<file path="src/rtl/stream_pixel_expander.sv">
// Registered pixel channel expander (replicate / zero-pad, optional channel swap) with a 2-entry skid buffer.
// Optional frame length checker enabled by defining STREAM_PIXEL_EXPANDER_FRAME_CHECK_EN.
module stream_pixel_expander #(
    parameter int CHANNELS     = 3,
    parameter int IN_BITS      = 4,
    parameter int OUT_BITS     = 10,
    parameter int FRAME_PIXELS = 307200
) (
    input  logic                         clk,
    input  logic                         reset,
    input  logic [CHANNELS*IN_BITS-1:0]  data_in,
    input  logic                         sop_in,
    input  logic                         eop_in,
    input  logic                         valid_in,
    output logic                         ready_out,
    input  logic                         mode_in,
    input  logic                         swap_in,
    output logic [CHANNELS*OUT_BITS-1:0] data_out,
    output logic                         sop_out,
    output logic                         eop_out,
    output logic                         valid_out,
    input  logic                         ready_in,
    output logic                         frame_err_out
);

    localparam int DW = CHANNELS * OUT_BITS;
    localparam int PW = DW + 2;

    typedef enum logic [1:0] {
        ST_EMPTY = 2'b00,
        ST_ONE   = 2'b01,
        ST_FULL  = 2'b11
    } state_t;

    generate
        if (OUT_BITS < IN_BITS) begin : g_bad_width
            $error("stream_pixel_expander: OUT_BITS must be >= IN_BITS");
        end
        if (FRAME_PIXELS < 1) begin : g_bad_frame
            $error("stream_pixel_expander: FRAME_PIXELS must be >= 1");
        end
    endgenerate

    function automatic logic [OUT_BITS-1:0] expand_channel(input logic [IN_BITS-1:0] ch,
                                                           input logic zero_pad);
        logic [OUT_BITS-1:0] res;
        res = '0;
        if (zero_pad) begin
            res[OUT_BITS-1 -: IN_BITS] = ch;
        end else begin
            for (int k = 0; k < OUT_BITS; k++) begin
                res[OUT_BITS-1-k] = ch[IN_BITS-1-(k % IN_BITS)];
            end
        end
        return res;
    endfunction

    state_t        state_r, state_nxt_s;
    logic [PW-1:0] or_r, or_nxt_s;
    logic [PW-1:0] sk_r, sk_nxt_s;
    logic [DW-1:0] exp_data_s;
    logic [PW-1:0] new_beat_s;
    logic          in_xfer_s;

    // Per-channel swap then expansion of the incoming pixel.
    always_comb begin
        exp_data_s = '0;
        for (int c = 0; c < CHANNELS; c++) begin
            exp_data_s[c*OUT_BITS +: OUT_BITS] = expand_channel(
                swap_in ? data_in[(CHANNELS-1-c)*IN_BITS +: IN_BITS]
                        : data_in[c*IN_BITS +: IN_BITS],
                mode_in);
        end
    end

    // Skid storage is the only thing that can block the input; no path from ready_in.
    assign ready_out  = !state_r[1] && !reset;
    assign in_xfer_s  = valid_in && ready_out;
    assign new_beat_s = {exp_data_s, sop_in, eop_in};

    // Next-state and payload steering for the output/skid register pair.
    always_comb begin
        state_nxt_s = state_r;
        or_nxt_s    = or_r;
        sk_nxt_s    = sk_r;
        case (state_r)
            ST_EMPTY: begin
                if (in_xfer_s) begin
                    or_nxt_s    = new_beat_s;
                    state_nxt_s = ST_ONE;
                end else begin
                    state_nxt_s = ST_EMPTY;
                end
            end
            ST_ONE: begin
                if (in_xfer_s && ready_in) begin
                    or_nxt_s    = new_beat_s;
                    state_nxt_s = ST_ONE;
                end else if (in_xfer_s) begin
                    sk_nxt_s    = new_beat_s;
                    state_nxt_s = ST_FULL;
                end else if (ready_in) begin
                    state_nxt_s = ST_EMPTY;
                end else begin
                    state_nxt_s = ST_ONE;
                end
            end
            ST_FULL: begin
                if (ready_in) begin
                    or_nxt_s    = sk_r;
                    sk_nxt_s    = '0;
                    state_nxt_s = ST_ONE;
                end else begin
                    state_nxt_s = ST_FULL;
                end
            end
            default: begin
                or_nxt_s    = '0;
                sk_nxt_s    = '0;
                state_nxt_s = ST_EMPTY;
            end
        endcase
    end

    // State and payload registers; reset discards any in-flight beats.
    always_ff @(posedge clk or posedge reset) begin
        if (reset) begin
            state_r <= ST_EMPTY;
            or_r    <= '0;
            sk_r    <= '0;
        end else begin
            state_r <= state_nxt_s;
            or_r    <= or_nxt_s;
            sk_r    <= sk_nxt_s;
        end
    end

    assign valid_out = state_r[0];
    assign data_out  = or_r[PW-1:2];
    assign sop_out   = or_r[1];
    assign eop_out   = or_r[0];

`ifdef STREAM_PIXEL_EXPANDER_FRAME_CHECK_EN
    localparam int CW = $clog2(FRAME_PIXELS + 1);
    localparam logic [CW-1:0] CNT_MAX   = '1;
    localparam logic [CW-1:0] FRAME_CNT = CW'(FRAME_PIXELS);

    logic [CW-1:0] cnt_r, cnt_nxt_s, cnt_adv_s;
    logic          out_xfer_s, err_s, frame_err_r;

    assign out_xfer_s = valid_out && ready_in;

    // Frame length bookkeeping on output transfers; a non-zero count means a frame is open.
    always_comb begin
        if (sop_out) begin
            cnt_adv_s = CW'(1);
        end else if (cnt_r == CNT_MAX) begin
            cnt_adv_s = cnt_r;
        end else begin
            cnt_adv_s = cnt_r + CW'(1);
        end
        if (out_xfer_s && eop_out) begin
            cnt_nxt_s = '0;
            err_s     = (sop_out && (cnt_r != '0)) || (cnt_adv_s != FRAME_CNT);
        end else if (out_xfer_s) begin
            cnt_nxt_s = cnt_adv_s;
            err_s     = sop_out && (cnt_r != '0);
        end else begin
            cnt_nxt_s = cnt_r;
            err_s     = 1'b0;
        end
    end

    // Pixel counter and one-cycle error pulse register.
    always_ff @(posedge clk or posedge reset) begin
        if (reset) begin
            cnt_r       <= '0;
            frame_err_r <= 1'b0;
        end else begin
            cnt_r       <= cnt_nxt_s;
            frame_err_r <= err_s;
        end
    end

    assign frame_err_out = frame_err_r;
`else
    assign frame_err_out = 1'b0;
`endif

endmodule

</file>
<file path="config.mk">
export PLATFORM = sky130hd
export DESIGN_NAME = stream_pixel_expander
export DESIGN_NICKNAME = d
export VERILOG_FILES = /design/src/rtl/stream_pixel_expander.sv
export SDC_FILE = /design/constraint.sdc
export NUM_CORES = 1
export LEC_CHECK = 0
export BUFFER_PORTS_ARGS = -buffer_cell sky130_fd_sc_hd__buf_2
export CAP_MARGIN = 20
export CORE_ASPECT_RATIO = 0.8
export CORE_MARGIN = 1
export CORE_UTILIZATION = 54
export DETAILED_ROUTE_END_ITERATION = 8
export GPL_ROUTABILITY_DRIVEN = 0
export PLACE_DENSITY = 0.79
export SLEW_MARGIN = 20
export SYNTH_ARGS = -nofsm -noshare
export SYNTH_HDL_FRONTEND = slang
export SYNTH_SLANG_ARGS = --single-unit
export TNS_END_PERCENT = 100
</file>
<file path="constraint.sdc">
create_clock -name clk -period 2.03 [get_ports clk]
set_clock_uncertainty 0.05 [all_clocks]
set_input_delay 0 -clock clk [delete_from_list [all_inputs] [get_ports clk]]
set_output_delay 0 -clock clk [all_outputs]
set_load 0.01 [all_outputs]
</file>
==> run_summary.xml <==
<?xml version="1.0" encoding="UTF-8"?>
<metrics>
  <group name="status">
    <metric name="run_status" unit="">finished, final reports clean</metric>
  </group>
  <group name="clock_tree">
    <metric name="clkSlewWorstSetupHoldPaths" unit="ns">0.09</metric>
    <metric name="clock_insertion_delay_worst_skew" unit="ns">0.31</metric>
    <metric name="cts_max_level" unit="">2</metric>
    <metric name="ctsRootBufferMaster" unit="">clkbuf_8</metric>
    <metric name="cts-buffers-inserted" unit="">5</metric>
    <metric name="tritoncts" unit="">done</metric>
    <metric name="cts-resized-gates" unit="">0</metric>
    <metric name="cts_num_sinks" unit="">54</metric>
    <metric name="clk_path_buf_depth" unit="">2</metric>
  </group>
  <group name="timing">
    <metric name="finalSetupViolCount" unit="">0</metric>
    <metric name="timing.final.hold_violations" unit="">0</metric>
    <metric name="slew_of_the_pin_with_the_lowest_slew_margin" unit="ns">1.01</metric>
    <metric name="finalWorstPathRequiredPeriod" unit="ns">1.83</metric>
    <metric name="setup_tns" unit="ns">0</metric>
    <metric name="final_max_slew_viol_count" unit="">0</metric>
    <metric name="grt_setup_unrepaired" unit="">no</metric>
    <metric name="max_slew_margin" unit="%">32.6</metric>
    <metric name="fin_crit_sh" unit="%">90.1</metric>
    <metric name="max_freq" unit="MHz">547</metric>
  </group>
  <group name="drt">
    <metric name="via_per_inst" unit="">5.72</metric>
    <metric name="remaining_drc_errors" unit="">0</metric>
    <metric name="wl" unit="mm">5.30</metric>
    <metric name="antenna_violating_nets_post_route" unit="">0</metric>
    <metric name="routedWlPerCell" unit="µm">16.9</metric>
    <metric name="via_count" unit="">1796</metric>
    <metric name="drt_iter0_markers" unit="">218</metric>
    <metric name="drt_pre_antenna_iters" unit="">4</metric>
  </group>
  <group name="yosys">
    <metric name="synthesis.instances" unit="">204</metric>
    <metric name="mappedNetlistArea" unit="mm²">0.00254</metric>
    <metric name="avg_synthesized_cell_area" unit="µm²">12.5</metric>
    <metric name="synth.net_count" unit="">224</metric>
    <metric name="part_of_the_yosys_area_used_for_sequential_elements" unit="%">53.1</metric>
    <metric name="synth.lib_cells_used.distinct" unit="">34</metric>
    <metric name="synth-warning-count" unit="">0</metric>
    <metric name="ys_ff_latch" unit="">54</metric>
  </group>
  <group name="final_layout">
    <metric name="flow.area_growth_from_synthesis" unit="%">15.5</metric>
    <metric name="design_area" unit="mm²">0.00294</metric>
    <metric name="layout_commonest_cell" unit="">dfrtp_1</metric>
    <metric name="layout.cells.most_common_list" unit="">54 x dfrtp_1, 53 x buf_2, 19 x o2bb2ai_1</metric>
    <metric name="drive_gt1_share" unit="%">30.7</metric>
    <metric name="antenna_cells" unit="">0</metric>
    <metric name="nets" unit="">276</metric>
  </group>
  <group name="die">
    <metric name="io_pins" unit="">55</metric>
    <metric name="placeableCoreArea" unit="mm²">0.00434</metric>
    <metric name="floorplan.initialDensity" unit="%">58.7</metric>
    <metric name="die_x" unit="µm">78.7</metric>
    <metric name="die_area" unit="mm²">0.00499</metric>
    <metric name="dieHeight" unit="µm">63.4</metric>
    <metric name="placement_rows" unit="">21</metric>
  </group>
  <group name="critical_path">
    <metric name="criticalPathCategory" unit="">reg -&gt; reg</metric>
    <metric name="crit_start" unit="">state_r[0]$_DFF_PP0_</metric>
    <metric name="worstPathMaxFanout" unit="">26</metric>
    <metric name="r2r_cells" unit="">3</metric>
    <metric name="peak_per_stage_delay_on_the_critical_path" unit="ns">0.60</metric>
    <metric name="critical_path.cell_chain" unit="">and4bb_4, mux2i_4, a22o_1</metric>
    <metric name="startpoint_type" unit="">register</metric>
    <metric name="cp_data_required_time" unit="ns">2.23</metric>
    <metric name="worst_r2r_startpoint" unit="">state_r[0]$_DFF_PP0_</metric>
    <metric name="crit_path_top_delay_cell" unit="">mux2i_4</metric>
    <metric name="timing.rr.end" unit="">sk_r[16]$_DFFE_PP0P_</metric>
    <metric name="crit_buf_inv" unit="">0</metric>
    <metric name="reg2reg_setup_slack" unit="ns">0.20</metric>
    <metric name="path_delay_family" unit="">multiplexers</metric>
    <metric name="arrival" unit="ns">2.03</metric>
    <metric name="setup.worst_path.end_class" unit="">register</metric>
  </group>
  <group name="global_routing">
    <metric name="grt_util_all_layers" unit="%">24.1</metric>
    <metric name="grt_antenna_before_repair" unit="">0</metric>
    <metric name="grt_first_pass_wirelength" unit="mm">9.05</metric>
    <metric name="grt_overflow" unit="">0</metric>
    <metric name="largest_net_degree_at_the_start_of_global_routing" unit="">29</metric>
    <metric name="first_global_vias" unit="">1725</metric>
  </group>
  <group name="power">
    <metric name="totalPowerFinal" unit="mW">2.63</metric>
    <metric name="leak_pwr" unit="nW">1.50</metric>
    <metric name="worst_ir_drop_vdd" unit="mV">0.550</metric>
    <metric name="powerDensity" unit="mW/mm²">895</metric>
  </group>
  <group name="hold_path">
    <metric name="timing.hold.worst.start" unit="">sop_in</metric>
    <metric name="worst_hold_path_ep" unit="">or_r[1]$_DFFE_PP0P_</metric>
    <metric name="timing.hold.worst.class" unit="">in -&gt; reg</metric>
    <metric name="timing.hold.worst_path_depth" unit="">3</metric>
  </group>
  <group name="place">
    <metric name="dp.final_hpwl" unit="mm">3.62</metric>
    <metric name="io_buffer_count" unit="">53</metric>
    <metric name="placed_area" unit="mm²">0.00278</metric>
  </group>
  <group name="run">
    <metric name="timing.max_cap.violations" unit="">0</metric>
  </group>
</metrics>
[cells by family (layout without fill, tap and decap cells)]
group	after synthesis	count (layout)	synth area share, %
compound gates	62	62	19.6
buf+inv	32	85	7.33
flops	54	54	53.1
mux	30	30	13.8
other cells	1	1	0.147
simple gates	25	25	6.05
[final cells by class]
type / count / area (µm²)
fill: 351 / 1400
sequential: 54 / 1350
multi-input combinational: 118 / 1010
timing repair buffer: 65 / 373
clock buffer: 7 / 86.3
tap: 57 / 71.3
inverter: 12 / 45.0
clock inverter: 1 / 5.00
[Yosys cell counts]
cell type   n  area, µm²
o21ai_1     1       5.00
buf_4      10       75.1
conb_1      1       3.75
mux2i_1    17        170
and4bb_4    1       16.3
clkbuf_1    2       7.51
o2bb2ai_1  19        166
inv_1      12       45.0
nand2b_4    1       13.8
nand3_1     5       25.0
nand2_1     7       26.3
a21bo_1     2       20.0
o21ai_0    11       55.1
buf_2       5       25.0
o211a_1     1       10.0
nor2b_1     1       6.26
nand2b_1    2       12.5
or2_1       1       6.26
nor3_4      1       16.3
nand4_1     2       12.5
mux2i_4     1       22.5
a21oi_1     1       5.00
and2_1      1       6.26
dfrtp_1    54       1350
mux2_4      6       90.1
a22o_1     17        149
o21ai_4     1       16.3
a22oi_1     6       45.0
nor2_1      2       7.51
buf_6       3       33.8
mux2_1      4       45.0
nor3_1      1       5.00
mux2_2      2       22.5
a2bb2oi_1   3       26.3
[registers in the layout, indices dropped and copies added, names as in the netlist]
register / cells
sk_r: 26
state_r: 2
or_r: 26
[report_power, final]
| group | total (mW) | internal [mW] | switching, mW |
|---|---|---|---|
| registers | 1.39 | 1.27 | 0.115 |
| clock network | 0.618 | 0.276 | 0.342 |
| logic | 0.622 | 0.314 | 0.308 |
| total | 2.63 | 1.86 | 0.766 |
[layer usage]
metal  up-vias  wire, µm  global-route usage, %
met2        52      2300                   32.7
met1       891      2690                   37.8
met3         7       238                   5.07
li1        846         -                      -
met4         0        63                   7.87
met5         -         0                      0
[worst reg2reg max path: stages, from the launching register on]
cell and delay, ns:
dfrtp_1 0.54, and4bb_4 0.31, mux2i_4 0.60, a22o_1 0.26
[how the worst max path moves through the flow]
stage                                end  slack, ns  cells past startpoint
global placement    or_r[30]$_DFFE_PP0P_       0.27                      2
CTS                 sk_r[16]$_DFFE_PP0P_       0.22                      3
floorplan           or_r[10]$_DFFE_PP0P_       0.58                      5
finish              sk_r[16]$_DFFE_PP0P_       0.20                      3
detailed placement  sk_r[16]$_DFFE_PP0P_       0.24                      3
global route        sk_r[16]$_DFFE_PP0P_       0.10                      3
[timing repair]
item,CTS,global route
hold endpoints to repair,37,0
setup buffers,0,0
hold buffers,7,0
[per-stage QoR]
| stage | hold slack [ns] | utilization, % | instances | worst slack, ns |
|---|---|---|---|---|
| CTS | 0.00879 | 67.8 | 314 | 0.221 |
| global route | 0.0430 | 67.8 | 314 | 0.102 |
| floorplan | -0.00708 | - | 204 | 0.576 |
| finish | 0.00757 | 67.8 | 314 | 0.201 |
| global placement | 0.0891 | 64.0 | 299 | 0.269 |
| detailed placement | 0.0986 | 64.0 | 299 | 0.238 |
Power figures use the tool's default switching activity.
